===== config.mk =====
export PLATFORM = sky130hd
export DESIGN_NAME = spi_regfile_periph
export DESIGN_NICKNAME = d
export VERILOG_FILES = /design/src/rtl/spi_regfile_periph.sv
export SDC_FILE = /design/constraint.sdc
export NUM_CORES = 1
export LEC_CHECK = 0
export ABC_CLOCK_PERIOD_IN_PS = 3900
export CELL_PAD_IN_SITES_DETAIL_PLACEMENT = 0
export CELL_PAD_IN_SITES_GLOBAL_PLACEMENT = 1
export CORE_MARGIN = 2
export CORE_UTILIZATION = 47
export DETAILED_ROUTE_END_ITERATION = 8
export GPL_TIMING_DRIVEN = 0
export PLACE_DENSITY_LB_ADDON = 0.1
export SYNTH_ARGS = -nofsm -noshare
export SYNTH_HDL_FRONTEND = slang
export SYNTH_SLANG_ARGS = --single-unit

===== constraint.sdc =====
create_clock -name clk -period 3.9 [get_ports clk]
set_clock_uncertainty 0.15 [all_clocks]
set_input_delay 0.78 -clock clk [delete_from_list [all_inputs] [get_ports clk]]
set_output_delay 0.78 -clock clk [all_outputs]
set_load 0.005 [all_outputs]

===== src/rtl/spi_regfile_periph.sv =====
// SPI peripheral register file.
// Frames are MSB first: [R/W (1=write)] [ADDR] [DATA]. Writes commit when chip
// select rises after exactly one full frame; reads return the addressed
// register on MISO during the data phase. SCLK, NCS and MOSI are asynchronous
// and pass through synchronisers; all SPI timing is recovered from edges of the
// synchronised copies in the clk domain, so SCLK must be at most clk/8.
module spi_regfile_periph #(
   parameter int NUM_REGS    = 5,
   parameter int ADDR_W      = 7,
   parameter int DATA_W      = 8,
   parameter bit CPOL        = 1'b0,
   parameter bit CPHA        = 1'b0,
   parameter int SYNC_STAGES = 2
) (
   input  logic                         clk,
   input  logic                         rst_n,
   input  logic                         sclk_i,
   input  logic                         ncs_i,
   input  logic                         mosi_i,
   output logic                         miso_o,
   output logic                         miso_oe_o,
   output logic [NUM_REGS*DATA_W-1:0]   regs_o,
   output logic [NUM_REGS-1:0]          wr_stb_o,
   output logic                         frame_err_o
);

   localparam int FRAME_W = 1 + ADDR_W + DATA_W;
   localparam int CNT_W   = $clog2(FRAME_W + 2);

   localparam logic [CNT_W-1:0]  CNT_CMD_END = CNT_W'(1 + ADDR_W);
   localparam logic [CNT_W-1:0]  CNT_FRAME   = CNT_W'(FRAME_W);
   localparam logic [CNT_W-1:0]  CNT_SAT     = CNT_W'(FRAME_W + 1);
   localparam logic [ADDR_W:0]   ADDR_LIMIT  = (ADDR_W + 1)'(NUM_REGS);

   typedef enum logic [2:0] {
      IDLE,
      CMD,
      DATA,
      DONE,
      OVERRUN
   } state_t;

   // ------------------------------------------------------------------
   // Input synchronisers and edge detection
   // ------------------------------------------------------------------
   logic [SYNC_STAGES-1:0] sclk_sync;
   logic [SYNC_STAGES-1:0] ncs_sync;
   logic [SYNC_STAGES-1:0] mosi_sync;
   logic                   sclk_prev;
   logic                   ncs_prev;

   logic sclk_s;
   logic ncs_s;
   logic mosi_s;

   assign sclk_s = sclk_sync[SYNC_STAGES-1];
   assign ncs_s  = ncs_sync[SYNC_STAGES-1];
   assign mosi_s = mosi_sync[SYNC_STAGES-1];

   // Synchronise the SPI pins and keep one previous sample for edge detection.
   // Reset values match the idle bus so that reset release creates no edge.
   // NOTE: sequential state uses non-blocking assignments so every flop samples
   // the pre-edge value of its neighbour; blocking here would collapse the chain.
   always_ff @(posedge clk or negedge rst_n) begin
      if (!rst_n) begin
         sclk_sync <= {SYNC_STAGES{CPOL}};
         ncs_sync  <= '1;
         mosi_sync <= '0;
         sclk_prev <= CPOL;
         ncs_prev  <= 1'b1;
      end else begin
         sclk_sync <= {sclk_sync[SYNC_STAGES-2:0], sclk_i};
         ncs_sync  <= {ncs_sync[SYNC_STAGES-2:0], ncs_i};
         mosi_sync <= {mosi_sync[SYNC_STAGES-2:0], mosi_i};
         sclk_prev <= sclk_s;
         ncs_prev  <= ncs_s;
      end
   end

   logic sclk_rise;
   logic sclk_fall;
   logic leading_edge;
   logic trailing_edge;
   logic sample_edge;
   logic shift_edge;
   logic ncs_fall;
   logic ncs_rise;

   assign sclk_rise     = sclk_s & ~sclk_prev;
   assign sclk_fall     = ~sclk_s & sclk_prev;
   assign leading_edge  = CPOL ? sclk_fall : sclk_rise;
   assign trailing_edge = CPOL ? sclk_rise : sclk_fall;
   // CPHA=0 samples on the leading edge and shifts on the trailing one;
   // CPHA=1 is the reverse.
   assign sample_edge   = CPHA ? trailing_edge : leading_edge;
   assign shift_edge    = CPHA ? leading_edge : trailing_edge;
   assign ncs_fall      = ~ncs_s & ncs_prev;
   assign ncs_rise      = ncs_s & ~ncs_prev;

   // ------------------------------------------------------------------
   // Frame state
   // ------------------------------------------------------------------
   state_t                state;
   logic [CNT_W-1:0]      bit_cnt;
   logic [CNT_W-1:0]      cnt_inc;
   logic [FRAME_W-1:0]    rx_sh;
   logic [FRAME_W-1:0]    rx_next;
   logic [DATA_W-1:0]     tx_sh;
   logic [DATA_W-1:0]     regs_q [NUM_REGS];

   assign cnt_inc = bit_cnt + 1'b1;
   assign rx_next = {rx_sh[FRAME_W-2:0], mosi_s};

   // Fields of a completed frame, valid when bit_cnt == FRAME_W.
   logic                  frame_rw;
   logic [ADDR_W-1:0]     frame_addr;
   logic [DATA_W-1:0]     frame_data;
   logic                  frame_addr_ok;

   assign frame_rw      = rx_sh[FRAME_W-1];
   assign frame_addr    = rx_sh[FRAME_W-2 -: ADDR_W];
   assign frame_data    = rx_sh[DATA_W-1:0];
   assign frame_addr_ok = ({1'b0, frame_addr} < ADDR_LIMIT);

   // Register read mux; addresses outside the register file read as zero.
   function automatic logic [DATA_W-1:0] read_reg(input logic [ADDR_W-1:0] addr);
      read_reg = '0;
      for (int k = 0; k < NUM_REGS; k++) begin
         if (addr == ADDR_W'(k)) read_reg = regs_q[k];
      end
   endfunction

   // Frame FSM: bit counting, command decode, MISO shifting and the terminal
   // evaluation at chip-select rise (commit, error or silent discard).
   always_ff @(posedge clk or negedge rst_n) begin
      if (!rst_n) begin
         state       <= IDLE;
         bit_cnt     <= '0;
         rx_sh       <= '0;
         tx_sh       <= '0;
         miso_o      <= 1'b0;
         miso_oe_o   <= 1'b0;
         wr_stb_o    <= '0;
         frame_err_o <= 1'b0;
         // NOTE: the register file is small and its reset contents are
         // architecturally visible on regs_o, so it is reset like any flop
         // instead of being treated as an unreset memory.
         for (int k = 0; k < NUM_REGS; k++) regs_q[k] <= '0;
      end else begin
         wr_stb_o    <= '0;
         frame_err_o <= 1'b0;
         miso_oe_o   <= ~ncs_s;

         if (ncs_rise) begin
            state   <= IDLE;
            bit_cnt <= '0;
            tx_sh   <= '0;
            miso_o  <= 1'b0;
            // A rise with no bits clocked is a select glitch: ignore it.
            if (bit_cnt != '0) begin
               if (bit_cnt != CNT_FRAME) begin
                  frame_err_o <= 1'b1;
               end else if (frame_rw) begin
                  if (frame_addr_ok) begin
                     for (int k = 0; k < NUM_REGS; k++) begin
                        if (frame_addr == ADDR_W'(k)) begin
                           regs_q[k]   <= frame_data;
                           wr_stb_o[k] <= 1'b1;
                        end
                     end
                  end else begin
                     frame_err_o <= 1'b1;
                  end
               end
            end
         end else if (ncs_fall) begin
            state   <= CMD;
            bit_cnt <= '0;
            rx_sh   <= '0;
            tx_sh   <= '0;
            miso_o  <= 1'b0;
         end else if (state == IDLE) begin
            bit_cnt <= '0;
            miso_o  <= 1'b0;
         end else begin
            if (sample_edge) begin
               rx_sh <= rx_next;
               if (bit_cnt != CNT_SAT) bit_cnt <= cnt_inc;
               case (state)
                  CMD: begin
                     if (cnt_inc == CNT_CMD_END) begin
                        state <= DATA;
                        // Writes shift out zeros; reads shift out reg[ADDR].
                        tx_sh <= rx_next[ADDR_W] ? '0 : read_reg(rx_next[ADDR_W-1:0]);
                     end
                  end
                  DATA: begin
                     if (cnt_inc == CNT_FRAME) state <= DONE;
                  end
                  DONE:    state <= OVERRUN;
                  default: state <= state;
               endcase
            end
            if (shift_edge) begin
               if (state == CMD) begin
                  miso_o <= 1'b0;
               end else begin
                  miso_o <= tx_sh[DATA_W-1];
                  tx_sh  <= {tx_sh[DATA_W-2:0], 1'b0};
               end
            end
         end
      end
   end

   // Flatten the register file onto the output bus.
   // NOTE: always_comb assigns a default before the loop so no path can leave
   // a bit unassigned and infer a latch.
   always_comb begin
      regs_o = '0;
      for (int k = 0; k < NUM_REGS; k++) begin
         regs_o[k*DATA_W +: DATA_W] = regs_q[k];
      end
   end

endmodule

==> Word-level counts from Yosys, hierarchy flattened <==
Index checks and enable logic that the tools add are counted.
{ "op_classes": {"n_addsub": 1, "order_cmp": 1, "n_eq_ne": 19, "n_mux": 49, "bitwise_logic": 10, "n_reduce_logical": 18} }
{ "op_table": {"columns": ["op", "n"], "rows": [
  ["8-bit two-way mux", 14],
  ["5-bit two-way mux", 10],
  ["16-bit two-way mux", 3],
  ["6-bit AND reduction", 5],
  ["7-bit by 2-bit equality test with 1-bit output, second input constant", 4],
  ["3-bit two-way mux", 6],
  ["1-bit two-way mux", 15],
  ["7-bit by 1-bit equality test with 1-bit output, second input constant", 2],
  ["7-bit by 3-bit equality test with 1-bit output, second input constant", 2],
  ["7-bit zero test", 2],
  ["4-bit nonzero test", 3],
  ["5-bit inequality test, second input constant", 2],
  ["5-bit nonzero test", 2],
  ["3-bit one-hot mux with 3 select lines", 1],
  ["4-bit inequality test, second input constant", 2],
  ["7-bit by 3-bit < comparator with 1-bit output, second input constant", 1],
  ["3-bit by 2-bit equality test with 1-bit output, second input constant", 2],
  ["1-bit inverter", 6],
  ["5-bit by 1-bit adder with 5-bit output, second input constant", 1],
  ["5-bit by 4-bit equality test with 1-bit output, second input constant", 1],
  ["5-bit equality test, second input constant", 1],
  ["5-bit AND reduction", 1],
  ["1-bit bitwise AND", 4],
  ["3-bit by 1-bit equality test with 1-bit output, second input constant", 1],
  ["other kinds (7)", 7]
]} }
{ "totals": {"register_bits": 88, "in_bits": 5} }

==> Longest topological paths before layout <==
{ "depth": {"ltp_word": 15, "mapped_depth": 8, "depth_no_buf": 7} }

==> Worst setup path after synthesis <==
No wires, ideal clock.
{ "synth_path": {"path_kind": "register to register", "start": "register ncs_sync[1]", "end": "register tx_sh[1]", "setup_ns": 0.131, "arrival_ns": 2.069, "required_ns": 3.619, "setup_slack_ns": 1.550, "path_stages_with_launch": 8, "path_buffers": 0, "synth_period_minus_slack_ns": 2.350, "path_cell_list": "dfstp_2 -> inv_1 -> ha_1 -> nor4b_1 -> nor3_1 -> nand4_1 -> a2bb2oi_1 -> o211ai_1"} }
{ "synth_between": {"elab_chain_cells": 4, "word_cells_on_any_way": 6} }
{ "synth_lines": {"columns": ["element", "line_no", "source"], "rows": [
  ["start: declaration", "47", "logic [SYNC_STAGES-1:0] ncs_sync;"],
  ["start signal: assignment", "73", "ncs_sync <= {ncs_sync[SYNC_STAGES-2:0], ncs_i};"],
  ["1-bit inverter", "97", "assign ncs_fall = ~ncs_s & ncs_prev;"],
  ["1-bit bitwise AND", "97", null],
  ["8-bit two-way mux", "176", "end else if (ncs_fall) begin"],
  ["8-bit two-way mux", "154", "if (ncs_rise) begin"],
  ["end signal: assignment", "194", "tx_sh <= rx_next[ADDR_W] ? '0 : read_reg(rx_next[ADDR_W-1:0]);"],
  ["end signal: assignment", "209", "tx_sh <= {tx_sh[DATA_W-2:0], 1'b0};"],
  ["end: declaration", "108", "logic [DATA_W-1:0] tx_sh;"]
]} }
Parallel ways exist; a longest one is shown, timed or not.
A chain may end at the register's enable or synchronous reset.

==> Final worst setup path <==
Ends and elaborated chain as after synthesis.

==> report_table.html <==
<table>
<tr><th>Metric</th><th>Value</th></tr>
<tr><th colspan="2">Outcome</th></tr>
<tr><td>Outcome</td><td>finished clean</td></tr>
<tr><th colspan="2">Setup path</th></tr>
<tr><td>Depth of the worst register-to-register path</td><td>7</td></tr>
<tr><td>Beginning of the worst register-to-register path</td><td>ncs_sync[1]$_DFF_PN1_</td></tr>
<tr><td>Worst-case register-to-register setup slack</td><td>1.09 ns</td></tr>
<tr><td>Count of buffer and inverter cells on the critical path</td><td>1</td></tr>
<tr><td>Highest fanout seen on the critical path</td><td>7</td></tr>
<tr><td>CP Capture Type</td><td>flip-flop</td></tr>
<tr><td>Critical-path top delay cell</td><td>sky130_fd_sc_hd__nor4b_1</td></tr>
<tr><td>Top delay family on crit path</td><td>simple AND/OR/NAND/NOR gates</td></tr>
<tr><td>Delay of the slowest critical-path stage</td><td>about 0.85 ns</td></tr>
<tr><td>FF-to-FF End</td><td>tx_sh[1]$_DFFE_PN0N_</td></tr>
<tr><td>Worst setup path start</td><td>ncs_sync[1]$_DFF_PN1_</td></tr>
<tr><td>Arrival time of data at the critical path endpoint</td><td>2.89 ns</td></tr>
<tr><td>Startpoint type of the worst setup path</td><td>flip-flop</td></tr>
<tr><td>Required time of the worst setup path</td><td>around 4.0 ns</td></tr>
<tr><td>Critical-path cell list</td><td>inv_1 &gt; ha_1 &gt; nor4b_1 &gt; nor3_1 &gt; nand4_1 &gt; a2bb2oi_1 &gt; o211ai_1</td></tr>
<tr><td>Setup CP Type</td><td>flip-flop to flip-flop</td></tr>
<tr><th colspan="2">Logic synthesis</th></tr>
<tr><td>Share of synthesized flip-flops with an asynchronous set or reset</td><td>1.00</td></tr>
<tr><td>Yosys cell types</td><td>60</td></tr>
<tr><td>Net count of the mapped netlist</td><td>381</td></tr>
<tr><td>Post-synthesis sequential area ratio</td><td>0.528</td></tr>
<tr><td>Simple-Gate Fraction of Synth Area</td><td>0.141</td></tr>
<tr><td>EDFF count, synth</td><td>0</td></tr>
<tr><td>Post-synthesis register bit count</td><td>just under 90</td></tr>
<tr><td>Per-instance average area after synthesis</td><td>approximately 11 um^2</td></tr>
<tr><td>Summed instance area of the synthesized netlist</td><td>around 4200 um^2</td></tr>
<tr><td>Share of the synthesized area in compound gates (AO/OA/AOI/OAI)</td><td>0.152</td></tr>
<tr><td>Mux share of post-synthesis cell area</td><td>0.122</td></tr>
<tr><td>Largest family of logic cells by synthesized area</td><td>compound AO/OA/AOI/OAI gates</td></tr>
<tr><td>Post-Syn Instances</td><td>370</td></tr>
<tr><td>Synth warn</td><td>0</td></tr>
<tr><td>Xor-xnor portion of the synthesized cell area</td><td>0.00838</td></tr>
<tr><td>Arithmetic-cell share of the synthesized area counting full adders, half adders and majority gates</td><td>0.0180</td></tr>
<tr><td>Leading register cell type out of synthesis</td><td>sky130_fd_sc_hd__dfrtp_1</td></tr>
<tr><th colspan="2">STA</th></tr>
<tr><td>Final Slew Violations</td><td>0</td></tr>
<tr><td>Max Freq</td><td>approximately 360 MHz</td></tr>
<tr><td>Final setup violation count</td><td>0</td></tr>
<tr><td>Setup slack of the critical path after layout</td><td>between 1 and 1.5 ns</td></tr>
<tr><td>Setup repair after global routing missed its margin</td><td>false</td></tr>
<tr><td>Final clock period utilization by the worst path</td><td>0.719</td></tr>
<tr><td>Total count of hold-check failures in the final report</td><td>0</td></tr>
<tr><td>Transition time at the pin with the least slew margin</td><td>between 1 and 1.5 ns</td></tr>
<tr><td>Worst slew margin</td><td>0.315</td></tr>
<tr><td>Post-layout min period</td><td>approximately 2.8 ns</td></tr>
<tr><th colspan="2">Pwr</th></tr>
<tr><td>Power density relative to cell area</td><td>395 nW/um^2</td></tr>
<tr><td>Worst voltage drop across the vdd grid</td><td>0.253 mV</td></tr>
<tr><td>Leakage power</td><td>between 2 and 2.5 nW</td></tr>
<tr><th colspan="2">Final layout</th></tr>
<tr><td>Layout overhead on the synthesized area</td><td>21.3%</td></tr>
<tr><td>Layout cell share with drive strength beyond 1</td><td>0.178</td></tr>
<tr><td>End-of-flow core utilization</td><td>0.584</td></tr>
<tr><td>Nets</td><td>around 450</td></tr>
<tr><td>Inserted Diodes</td><td>0</td></tr>
<tr><th colspan="2">GRT</th></tr>
<tr><td>Aggregate global routing overflow</td><td>0</td></tr>
<tr><td>Wire length of the first global-routing pass</td><td>roughly 17 mm</td></tr>
<tr><td>Total global routing track utilization</td><td>0.216</td></tr>
<tr><td>Antenna violations before repair</td><td>0</td></tr>
<tr><td>Vias in the first global route</td><td>3,176</td></tr>
<tr><td>Pin count of the biggest net entering global routing</td><td>67</td></tr>
<tr><th colspan="2">Flow run</th></tr>
<tr><td>Number of maximum-capacitance violations</td><td>0</td></tr>
<tr><th colspan="2">Place</th></tr>
<tr><td>Global placement routability congestion</td><td>approximately 0.84</td></tr>
<tr><td>Number of input and output port buffers inserted</td><td>52</td></tr>
<tr><td>Post-DP HPWL</td><td>about 6.9 mm</td></tr>
<tr><td>Post-place setup slack</td><td>~1.1 ns</td></tr>
<tr><th colspan="2">Worst hold path</th></tr>
<tr><td>Path category of the worst min-delay check</td><td>input pin to asynchronous set/reset pin</td></tr>
<tr><th colspan="2">Detailed routing</th></tr>
<tr><td>DRC marker count from the first detailed-route iteration</td><td>134</td></tr>
<tr><td>Routed WL</td><td>slightly below 10 mm</td></tr>
<tr><td>Remaining antenna violation count after routing</td><td>0</td></tr>
<tr><td>Vias per cell</td><td>approximately 5.7</td></tr>
<tr><td>Wirelength per Cell</td><td>between 15 and 20 um</td></tr>
<tr><td>Via Count</td><td>~3,100</td></tr>
<tr><td>DRC violation count after routing</td><td>0</td></tr>
<tr><td>Number of iterations in the first detailed-routing pass</td><td>4</td></tr>
<tr><th colspan="2">Floorplan</th></tr>
<tr><td>Rows</td><td>34</td></tr>
<tr><td>Horizontal die dimension</td><td>slightly below 100 um</td></tr>
<tr><td>Effective utilization at floorplan</td><td>0.482</td></tr>
<tr><td>Core Footprint</td><td>between 8000 and 9000 um^2</td></tr>
<tr><td>Number of top-level pins</td><td>53</td></tr>
<tr><td>Y dimension of the die</td><td>98.3 um</td></tr>
<tr><td>Die area</td><td>around 9700 um^2</td></tr>
<tr><th colspan="2">Clocking</th></tr>
<tr><td>Root buf cell</td><td>sky130_fd_sc_hd__clkbuf_8</td></tr>
<tr><td>Setup Fix Bufs, Post-CTS</td><td>0</td></tr>
<tr><td>H-tree level count</td><td>3</td></tr>
<tr><td>Hold buffer count at cts</td><td>0</td></tr>
<tr><td>Clock tree buffer depth</td><td>2</td></tr>
<tr><td>Source-to-sink clock delay at the later pin of the worst-skew pair</td><td>roughly 0.37 ns</td></tr>
<tr><td>Number of resized instances in the post-cts repair step</td><td>0</td></tr>
<tr><td>Post-CTS clock slew at the launch and capture registers of the worst setup and hold paths</td><td>roughly 0.090 ns</td></tr>
<tr><td>Cts bufs inserted</td><td>9</td></tr>
<tr><td>Clock tree from TritonCTS</td><td>yes</td></tr>
<tr><td>Clock sink count</td><td>88</td></tr>
</table>
## stage by stage
step	power, mW	std cells	area, um^2	TNS [ns]	hold WS, ns
2_1_floorplan	1.25	370	4180	0	0.181
3_3_place_gp	1.34	530	4840	-116.17	0.189
3_5_place_dp	1.35	531	4860	0	0.186
4_1_cts	2.02	547	5070	0	0.158
5_1_grt	2.11	547	5070	0	0.163
6_report	2.00	547	5070	0	0.161
## cell usage after synthesis (3+ instances only)
| cell | count | area, um^2 |
|---|---|---|
| sky130_fd_sc_hd__buf_2 | 4 | 20.0 |
| sky130_fd_sc_hd__a22o_1 | 16 | 140 |
| sky130_fd_sc_hd__o211ai_1 | 3 | 22.5 |
| sky130_fd_sc_hd__dfstp_2 | 3 | 78.8 |
| sky130_fd_sc_hd__o311a_1 | 4 | 40.0 |
| sky130_fd_sc_hd__nand4_1 | 3 | 18.8 |
| sky130_fd_sc_hd__nand3_1 | 10 | 50.1 |
| sky130_fd_sc_hd__o22ai_1 | 4 | 25.0 |
| sky130_fd_sc_hd__clkbuf_1 | 16 | 60.1 |
| sky130_fd_sc_hd__mux2_2 | 38 | 428 |
| sky130_fd_sc_hd__a211o_1 | 3 | 26.3 |
| sky130_fd_sc_hd__a31oi_1 | 9 | 56.3 |
| sky130_fd_sc_hd__ha_1 | 6 | 75.1 |
| sky130_fd_sc_hd__a221oi_1 | 3 | 26.3 |
| sky130_fd_sc_hd__nand3b_1 | 3 | 22.5 |
| sky130_fd_sc_hd__o21ai_0 | 18 | 90.1 |
| sky130_fd_sc_hd__nor2b_1 | 4 | 25.0 |
| sky130_fd_sc_hd__inv_1 | 8 | 30.0 |
| sky130_fd_sc_hd__nor3_1 | 7 | 35.0 |
| sky130_fd_sc_hd__nand2b_1 | 5 | 31.3 |
| sky130_fd_sc_hd__a2bb2oi_1 | 5 | 43.8 |
| sky130_fd_sc_hd__nor2_1 | 27 | 101 |
| sky130_fd_sc_hd__mux2i_1 | 6 | 60.1 |
| sky130_fd_sc_hd__dfrtp_1 | 85 | 2130 |
| sky130_fd_sc_hd__a21oi_1 | 11 | 55.1 |
| sky130_fd_sc_hd__nand2_1 | 24 | 90.1 |
## logic make-up (layout without fill, tap and decap cells)
| family | count (synthesis) | in the layout |
|---|---|---|
| compound gates | 89 | 89 |
| xor+xnor | 4 | 4 |
| fa+ha+maj | 6 | 6 |
| buf+inv | 31 | 100 |
| flops | 88 | 88 |
| mux | 45 | 45 |
| simple gates | 107 | 107 |
## sequential cells by signal, indices dropped and copies added (netlist names)
signal and count:
miso_o 1, bit_cnt 5, sclk_sync 2, sclk_prev 1, rx_sh 16, frame_err_o 1, mosi_sync 2, miso_oe_o 1
ncs_sync 2, ncs_prev 1, state 3, tx_sh 8, regs_o 40, wr_stb_o 5
## area by class of cell
class                   count  area (um^2)
plain buffers              23          103
clock inverters             6         72.6
fillers                   778         3610
flip-flops and latches     88         2210
multi-input cells         251         1840
clock buffers              10          138
well taps                 108          135
repair buffers             53          546
inverters                   8         30.0
## per-layer routing
layer	wire [um]	share of wire	track usage
met5	0	0	0
met1	4600	0.47	0.300
met4	153	0.016	0.0590
met2	4650	0.47	0.342
met3	391	0.040	0.0530
## worst max-delay path by stage
stage / end / cells after the start
finish: tx_sh[1]$_DFFE_PN0N_ / 7
global route: rx_sh[12]$_DFFE_PN0P_ / 7
CTS: tx_sh[1]$_DFFE_PN0N_ / 7
detailed placement: tx_sh[1]$_DFFE_PN0N_ / 7
global placement: regs_o[8]$_DFFE_PN0P_ / 1
floorplan: tx_sh[1]$_DFFE_PN0N_ / 7
## power breakdown
group | internal (mW) | switching [mW] | total (mW)
clock | 0.322 | 0.350 | 0.672
combinational | 0.116 | 0.213 | 0.330
sequential | 0.961 | 0.0420 | 1.00
total | 1.40 | 0.606 | 2.00
## cells in the final DEF, fill, tap and decap left out, types with 9 or more instances in the layout
master	instances
sky130_fd_sc_hd__clkbuf_8	10
sky130_fd_sc_hd__a31oi_1	9
sky130_fd_sc_hd__nor2_1	27
sky130_fd_sc_hd__dfrtp_1	85
sky130_fd_sc_hd__mux2_2	38
sky130_fd_sc_hd__nand2_1	24
sky130_fd_sc_hd__nand3_1	10
sky130_fd_sc_hd__a22o_1	16
sky130_fd_sc_hd__a21oi_1	11
sky130_fd_sc_hd__clkdlybuf4s50_1	51
sky130_fd_sc_hd__clkbuf_1	16
sky130_fd_sc_hd__o21ai_0	18
Power figures use the tool's default switching activity.
